File: src/rtl/mac_pkg.sv
// mac_pkg: shared types and arithmetic helpers for the mac_array engine.
// Build option MAC_SAT_EN selects saturating accumulation.
package mac_pkg;

    // Sideband tags that travel alongside the multiplier pipe.
    typedef struct packed {
        logic valid;
        logic first;
        logic last;
    } mac_tag_t;

    // Saturating-add result: clamp indicator plus the clamped sum.
    typedef struct packed {
        logic               sat;
        logic signed [63:0] sum;
    } sat_res_t;

    // Width of a full signed product.
    function automatic int MAC_WP(input int wx, input int wk);
        return wx + wk;
    endfunction

    // Adds two sign-extended operands and clamps the result to a wy-bit
    // signed range.  wy must be at most 63.
    function automatic sat_res_t sat_add(
        input logic signed [63:0] a,
        input logic signed [63:0] b,
        input int                 wy
    );
        logic signed [63:0] s;
        logic signed [63:0] hi;
        logic signed [63:0] lo;
        sat_res_t           r;
        s     = a + b;
        hi    = (64'sd1 <<< (wy - 1)) - 64'sd1;
        lo    = -hi - 64'sd1;
        r.sat = 1'b0;
        r.sum = s;
        if (s > hi) begin
            r.sat = 1'b1;
            r.sum = hi;
        end else if (s < lo) begin
            r.sat = 1'b1;
            r.sum = lo;
        end
        return r;
    endfunction

endpackage

File: src/rtl/mac_array_lane.sv
// mac_lane: one lane of multiplier pipe, accumulator and saturation flag.
// Build option MAC_SAT_EN adds clamping and the sticky per-lane flag.
module mac_lane
    import mac_pkg::*;
#(
    parameter int WX = 8,
    parameter int WK = 8,
    parameter int WY = 32,
    parameter int LM = 2
) (
    input  logic                 clk,
    input  logic                 rstn,
    input  logic                 en,
    input  logic signed [WX-1:0] x,
    input  logic signed [WK-1:0] k,
    input  mac_tag_t             tag,
    output logic signed [WY-1:0] y,
    output logic                 sat
);

    localparam int WP = MAC_WP(WX, WK);

    logic signed [WP-1:0] pp [LM];
    logic signed [WY-1:0] pe;
    logic signed [WY-1:0] base;
    logic signed [WY-1:0] sum;
    logic signed [WY-1:0] acc;
    logic                 take;
    logic                 emit;

    assign take = en && tag.valid;
    assign emit = take && tag.last;

    // Multiplier pipe: product enters stage 0 and shifts on every advance.
    always_ff @(posedge clk) begin
        if (!rstn) begin
            for (int j = 0; j < LM; j++) pp[j] <= '0;
        end else if (en) begin
            pp[0] <= WP'(x) * WP'(k);
            for (int j = 1; j < LM; j++) pp[j] <= pp[j-1];
        end
    end

    assign pe   = WY'(pp[LM-1]);
    assign base = tag.first ? '0 : acc;

`ifdef MAC_SAT_EN
    sat_res_t r;
    logic     flag;
    logic     flag_nx;
    logic     sum_unused;

    assign r          = sat_add(64'(pe), 64'(base), WY);
    assign sum        = r.sum[WY-1:0];
    assign sum_unused = ^r.sum[63:WY];
    assign flag_nx    = (flag && !tag.first) || r.sat;

    // Sticky clamp flag: cleared by a first beat, set by any clamp.
    always_ff @(posedge clk) begin
        if (!rstn) begin
            flag <= 1'b0;
        end else if (take) begin
            flag <= flag_nx;
        end
    end

    // Result flag is captured together with the result value.
    always_ff @(posedge clk) begin
        if (!rstn) begin
            sat <= 1'b0;
        end else if (emit) begin
            sat <= flag_nx;
        end
    end
`else
    assign sum = pe + base;
    assign sat = 1'b0;
`endif

    // Accumulator: restarts on first, otherwise adds onto the running sum.
    always_ff @(posedge clk) begin
        if (!rstn) begin
            acc <= '0;
        end else if (take) begin
            acc <= sum;
        end
    end

    // Result register: loads the same-cycle sum on a last beat.
    always_ff @(posedge clk) begin
        if (!rstn) begin
            y <= '0;
        end else if (emit) begin
            y <= sum;
        end
    end

endmodule

File: src/rtl/mac_array.sv
// mac_array: C-lane signed multiply-accumulate with valid/ready framing.
// Build option MAC_SAT_EN enables saturating accumulation and m_sat.
module mac_array
    import mac_pkg::*;
#(
    parameter int C  = 4,
    parameter int WX = 8,
    parameter int WK = 8,
    parameter int WY = 32,
    parameter int LM = 2
) (
    input  logic            clk,
    input  logic            rstn,
    input  logic            s_valid,
    output logic            s_ready,
    input  logic            s_first,
    input  logic            s_last,
    input  logic [C*WX-1:0] s_x,
    input  logic [C*WK-1:0] s_k,
    output logic            m_valid,
    input  logic            m_ready,
    output logic [C*WY-1:0] m_y,
    output logic [C-1:0]    m_sat
);

    logic     en;
    mac_tag_t tin;
    mac_tag_t tg [LM];

    // The whole pipe advances only when the output slot is free.
    assign en      = !m_valid || m_ready;
    assign s_ready = en;

    assign tin.valid = s_valid;
    assign tin.first = s_first;
    assign tin.last  = s_last;

    // Shared tag pipe, aligned with every lane's multiplier pipe.
    always_ff @(posedge clk) begin
        if (!rstn) begin
            for (int j = 0; j < LM; j++) tg[j] <= '0;
        end else if (en) begin
            tg[0] <= tin;
            for (int j = 1; j < LM; j++) tg[j] <= tg[j-1];
        end
    end

    // Output valid: set by a completing frame, dropped once consumed.
    always_ff @(posedge clk) begin
        if (!rstn) begin
            m_valid <= 1'b0;
        end else if (en) begin
            m_valid <= tg[LM-1].valid && tg[LM-1].last;
        end
    end

    for (genvar i = 0; i < C; i++) begin : g_lane
        mac_lane #(
            .WX(WX),
            .WK(WK),
            .WY(WY),
            .LM(LM)
        ) u_lane (
            .clk (clk),
            .rstn(rstn),
            .en  (en),
            .x   (s_x[i*WX +: WX]),
            .k   (s_k[i*WK +: WK]),
            .tag (tg[LM-1]),
            .y   (m_y[i*WY +: WY]),
            .sat (m_sat[i])
        );
    end

endmodule
File: config.mk
export PLATFORM = sky130hd
export DESIGN_NAME = mac_array
export DESIGN_NICKNAME = d
export VERILOG_FILES = /design/src/rtl/mac_pkg.sv /design/src/rtl/mac_array_lane.sv /design/src/rtl/mac_array.sv
export SDC_FILE = /design/constraint.sdc
export NUM_CORES = 2
export LEC_CHECK = 0
export BUFFER_PORTS_ARGS = -buffer_cell sky130_fd_sc_hd__buf_2
export CORE_AREA = 2 2 257 259
export DETAILED_ROUTE_END_ITERATION = 10
export DIE_AREA = 0 0 259 261
export GPL_ROUTABILITY_DRIVEN = 0
export PLACE_DENSITY = 0.74
export SYNTH_ARGS = -nofsm -noshare
export SYNTH_HDL_FRONTEND = slang
export SYNTH_HIERARCHICAL = 1
export SYNTH_SLANG_ARGS = --single-unit
export TNS_END_PERCENT = 20
File: constraint.sdc
create_clock -name clk -period 10.6 [get_ports clk]
set_clock_uncertainty 0.1 [all_clocks]
set_input_delay 2.12 -clock clk [delete_from_list [all_inputs] [get_ports clk]]
set_output_delay 2.12 -clock clk [all_outputs]
set_load 0.05 [all_outputs]
==> summary.txt <==
Clock network
  – Clock Tree Root: clkbuf_16
  – Post-CTS sizing: 0
  – CTS tree: done
  – CTS buffer count: 45
  – Worst skew pair latency: 0.57 ns
  – Clock transition at path regs: 0.06 ns
  – Max clock buf depth: 3
  – H-tree depth: 2
  – Post-CTS setup buffers: 0
  – Hold Buf Count CTS: 0
  – TritonCTS sink count: 391

Worst setup path
  – Critical path type: in2reg
  – CP required: 10.89 ns
  – Crit path arrival time: 6.57 ns
  – CP Capture Type: flip-flop
  – Setup crit start kind: input port
  – Critical Path Fanout Max: 8

Layout
  – Commonest non-fill, non-tap cell in the layout: nand2_1
  – Filler instances: 5975
  – Commonest non-fill, non-tap cells in the layout: nand2_1 (387), inv_1 (363), nor2_1 (274)
  – Reg area: 9170 um^2
  – Share of cells above drive strength 1: 8.93%
  – Area occupied by multi-input gates: 20900 um^2
  – Nets: 4351
  – Cell Count, Final, Fillers Out: 4719
  – Layout overhead on the synthesized area: 9.43%

Synthesis
  – Syn Inst Count: 3700
  – YS warnings: 6
  – Synthesized area per cell: 8.70 um^2
  – Post-synth ARST share: 0%
  – Syn nets: 4234
  – Post-synthesis sequential area ratio: 28.5%
  – Main synth FF type: dfxtp_1
  – EDFF count, synth: 134
  – Most area-hungry cell type in the Yosys netlist: dfxtp_1
  – Synth cell types: 94
  – Mapped Area: 32200 um^2
  – Ranking of synthesized cells by area: dfxtp_1 (16%), fa_1 (14%), edfxtp_1 (13%)
  – Register bit total from synthesis: 391
  – Top-area cell type share of the netlist area: 16.0%

Route
  – Detail Route Antenna Nets: 0
  – DRC: 0
  – 1st-iter DRT viols: 1563
  – Number of detailed-route iterations in the first pass: 5
  – WL final: 73500 um
  – Total vias in the final route: 25800
  – Vias per cell: 5.47
  – Wire per inst: 15.6 um

Timing
  – Setup TNS: 0 ns
  – Peak Freq: 159 MHz
  – RSZ-0062 raised after global routing: false
  – Final hold vios: 0
  – Worst-Margin Slew: 1.17 ns
  – Max_slew headroom: 22.0%
  – Fin crit share: 59.2%
  – Tmin final: 6.28 ns
  – Max-slew violations: 0
  – Setup violations, final: 0

Floorplan
  – Die ar.: 67600 um^2
  – DIE HEIGHT: 261 um
  – Core box area: 65000 um^2
  – Chip Width: 259 um
  – Initial Util: 49.5%
  – Row count: 94
  – I/O pin total: 204

Hold path
  – Hold Crit Class: reg2reg

GRT
  – Vias in the first global route: 25400
  – GR Overflow Total: 0
  – First-pass GRT wire length: 124000 um
  – Initial antenna violation count: 12
  – GRT Total Usage: 22.0%
  – Largest net degree at the start of global routing: 129

Power and ir drop
  – Worst IR drop on VDD: 0.000100 V
  – Leak pwr: 16.1 nW
  – Tot Pwr: 5.91 mW
  – Power per cell area: 168 nW/um^2

Status
  – Status: complete, no violations

Run
  – Max-cap viol count: 0

Placed design
  – Post-placement cell count: 4634
  – Hpwl dp: 55300 um
  – PortBufs: 199
[state kept, by name, summed over array words and instances, names as in the netlist]
signal             cells
m_valid                1
g_lane.u_lane/pp     128
g_lane.u_lane/acc    128
g_lane.u_lane/y      128
tg                     6
[kinds of logic (layout without fill, tap and decap cells)]
group	Yosys count	in the layout	synth area share, %
compound gates	803	803	16.3
mux	11	11	0.342
other cells	4	5	0.0466
xor+xnor	149	149	4.05
fa+ha+maj	464	464	23.3
simple gates	1363	1363	21.1
flops	391	391	28.5
buf+inv	515	669	6.43
[final cells by class]
cell class	count	share of cell area (%)
timing repair buffer	219	3.31
antenna	1	0.00711
inverter	366	3.90
sequential	391	26.0
tap	864	3.07
clock buffer	57	3.52
clock inverter	27	0.682
multi-input combinational	2794	59.5
[worst paths after layout]
kind	start	endpoint	slack [ns]	depth (start not counted)
max	s_k[12]	g_lane[1].u_lane/pp[0][15]	4.32	17
min	g_lane[3].u_lane/acc[20]	g_lane[3].u_lane/acc[20]	0.35	2
min reg2reg	g_lane[3].u_lane/acc[20]	g_lane[3].u_lane/acc[20]	0.35	2
max reg2reg	tg[0][4]	g_lane[1].u_lane/acc[19]	6.76	12
[report_power, final]
part / switching [mW] / leakage, nW / internal [mW]
logic: 1.45 / 11.7 / 1.08
clock network: 0.641 / 0.718 / 0.909
registers: 0.0666 / 3.66 / 1.76
[metrics by stage]
step | utilization (%) | setup slack (ns) | hold WS [ns] | cell area [um^2]
5_1_grt | 54.1 | 4.00 | 0.368 | 35200
2_1_floorplan | - | 4.12 | 0.317 | 32200
4_1_cts | 54.1 | 4.34 | 0.350 | 35200
3_5_place_dp | 51.9 | 3.76 | 0.340 | 33700
6_report | 54.1 | 4.32 | 0.348 | 35200
3_3_place_gp | 51.9 | 3.77 | 0.327 | 33700
[critical path: stages]
cell       delay (ns)
buf_2            0.15
and2_1           0.17
fa_1             0.54
inv_1            0.05
fa_1             0.48
inv_1            0.05
fa_1             0.53
inv_1            0.06
fa_1             0.53
inv_1            0.04
ha_1             0.36
a2111oi_4        0.33
nor3_1           0.11
a2111oi_2        0.42
a21oi_1          0.13
or3_1            0.35
a21oi_1          0.15
[cells in the mapped netlist, types with 15 or more instances]
master	n
o31ai_1	17
and3_1	113
clkbuf_1	112
nand2_1	387
edfxtp_1	134
nand3_1	90
a21oi_1	242
inv_1	363
xor2_1	60
a31oi_1	18
o21a_1	58
buf_2	15
fa_1	224
nor2b_1	140
a22o_1	21
o211ai_1	29
a21o_1	57
nor2_1	274
nand2b_1	46
or3_1	19
dfxtp_1	257
and2_1	168
o21ai_0	161
o21bai_1	24
nand4_1	26
nor3_1	40
a211oi_1	45
xnor2_1	89
ha_1	240
[routing by layer]
layer  share of wire [%]  track usage [%]  wire length (um)  vias up
li1                    -                -                 -    12900
met1                  47             30.0             34200    12200
met2                  46             36.4             33600      586
met3                 5.5             3.60              4050      114
met4                 2.1             5.94              1540       18
met5                0.16                0               114        -
(Power assumes the default switching activity.)
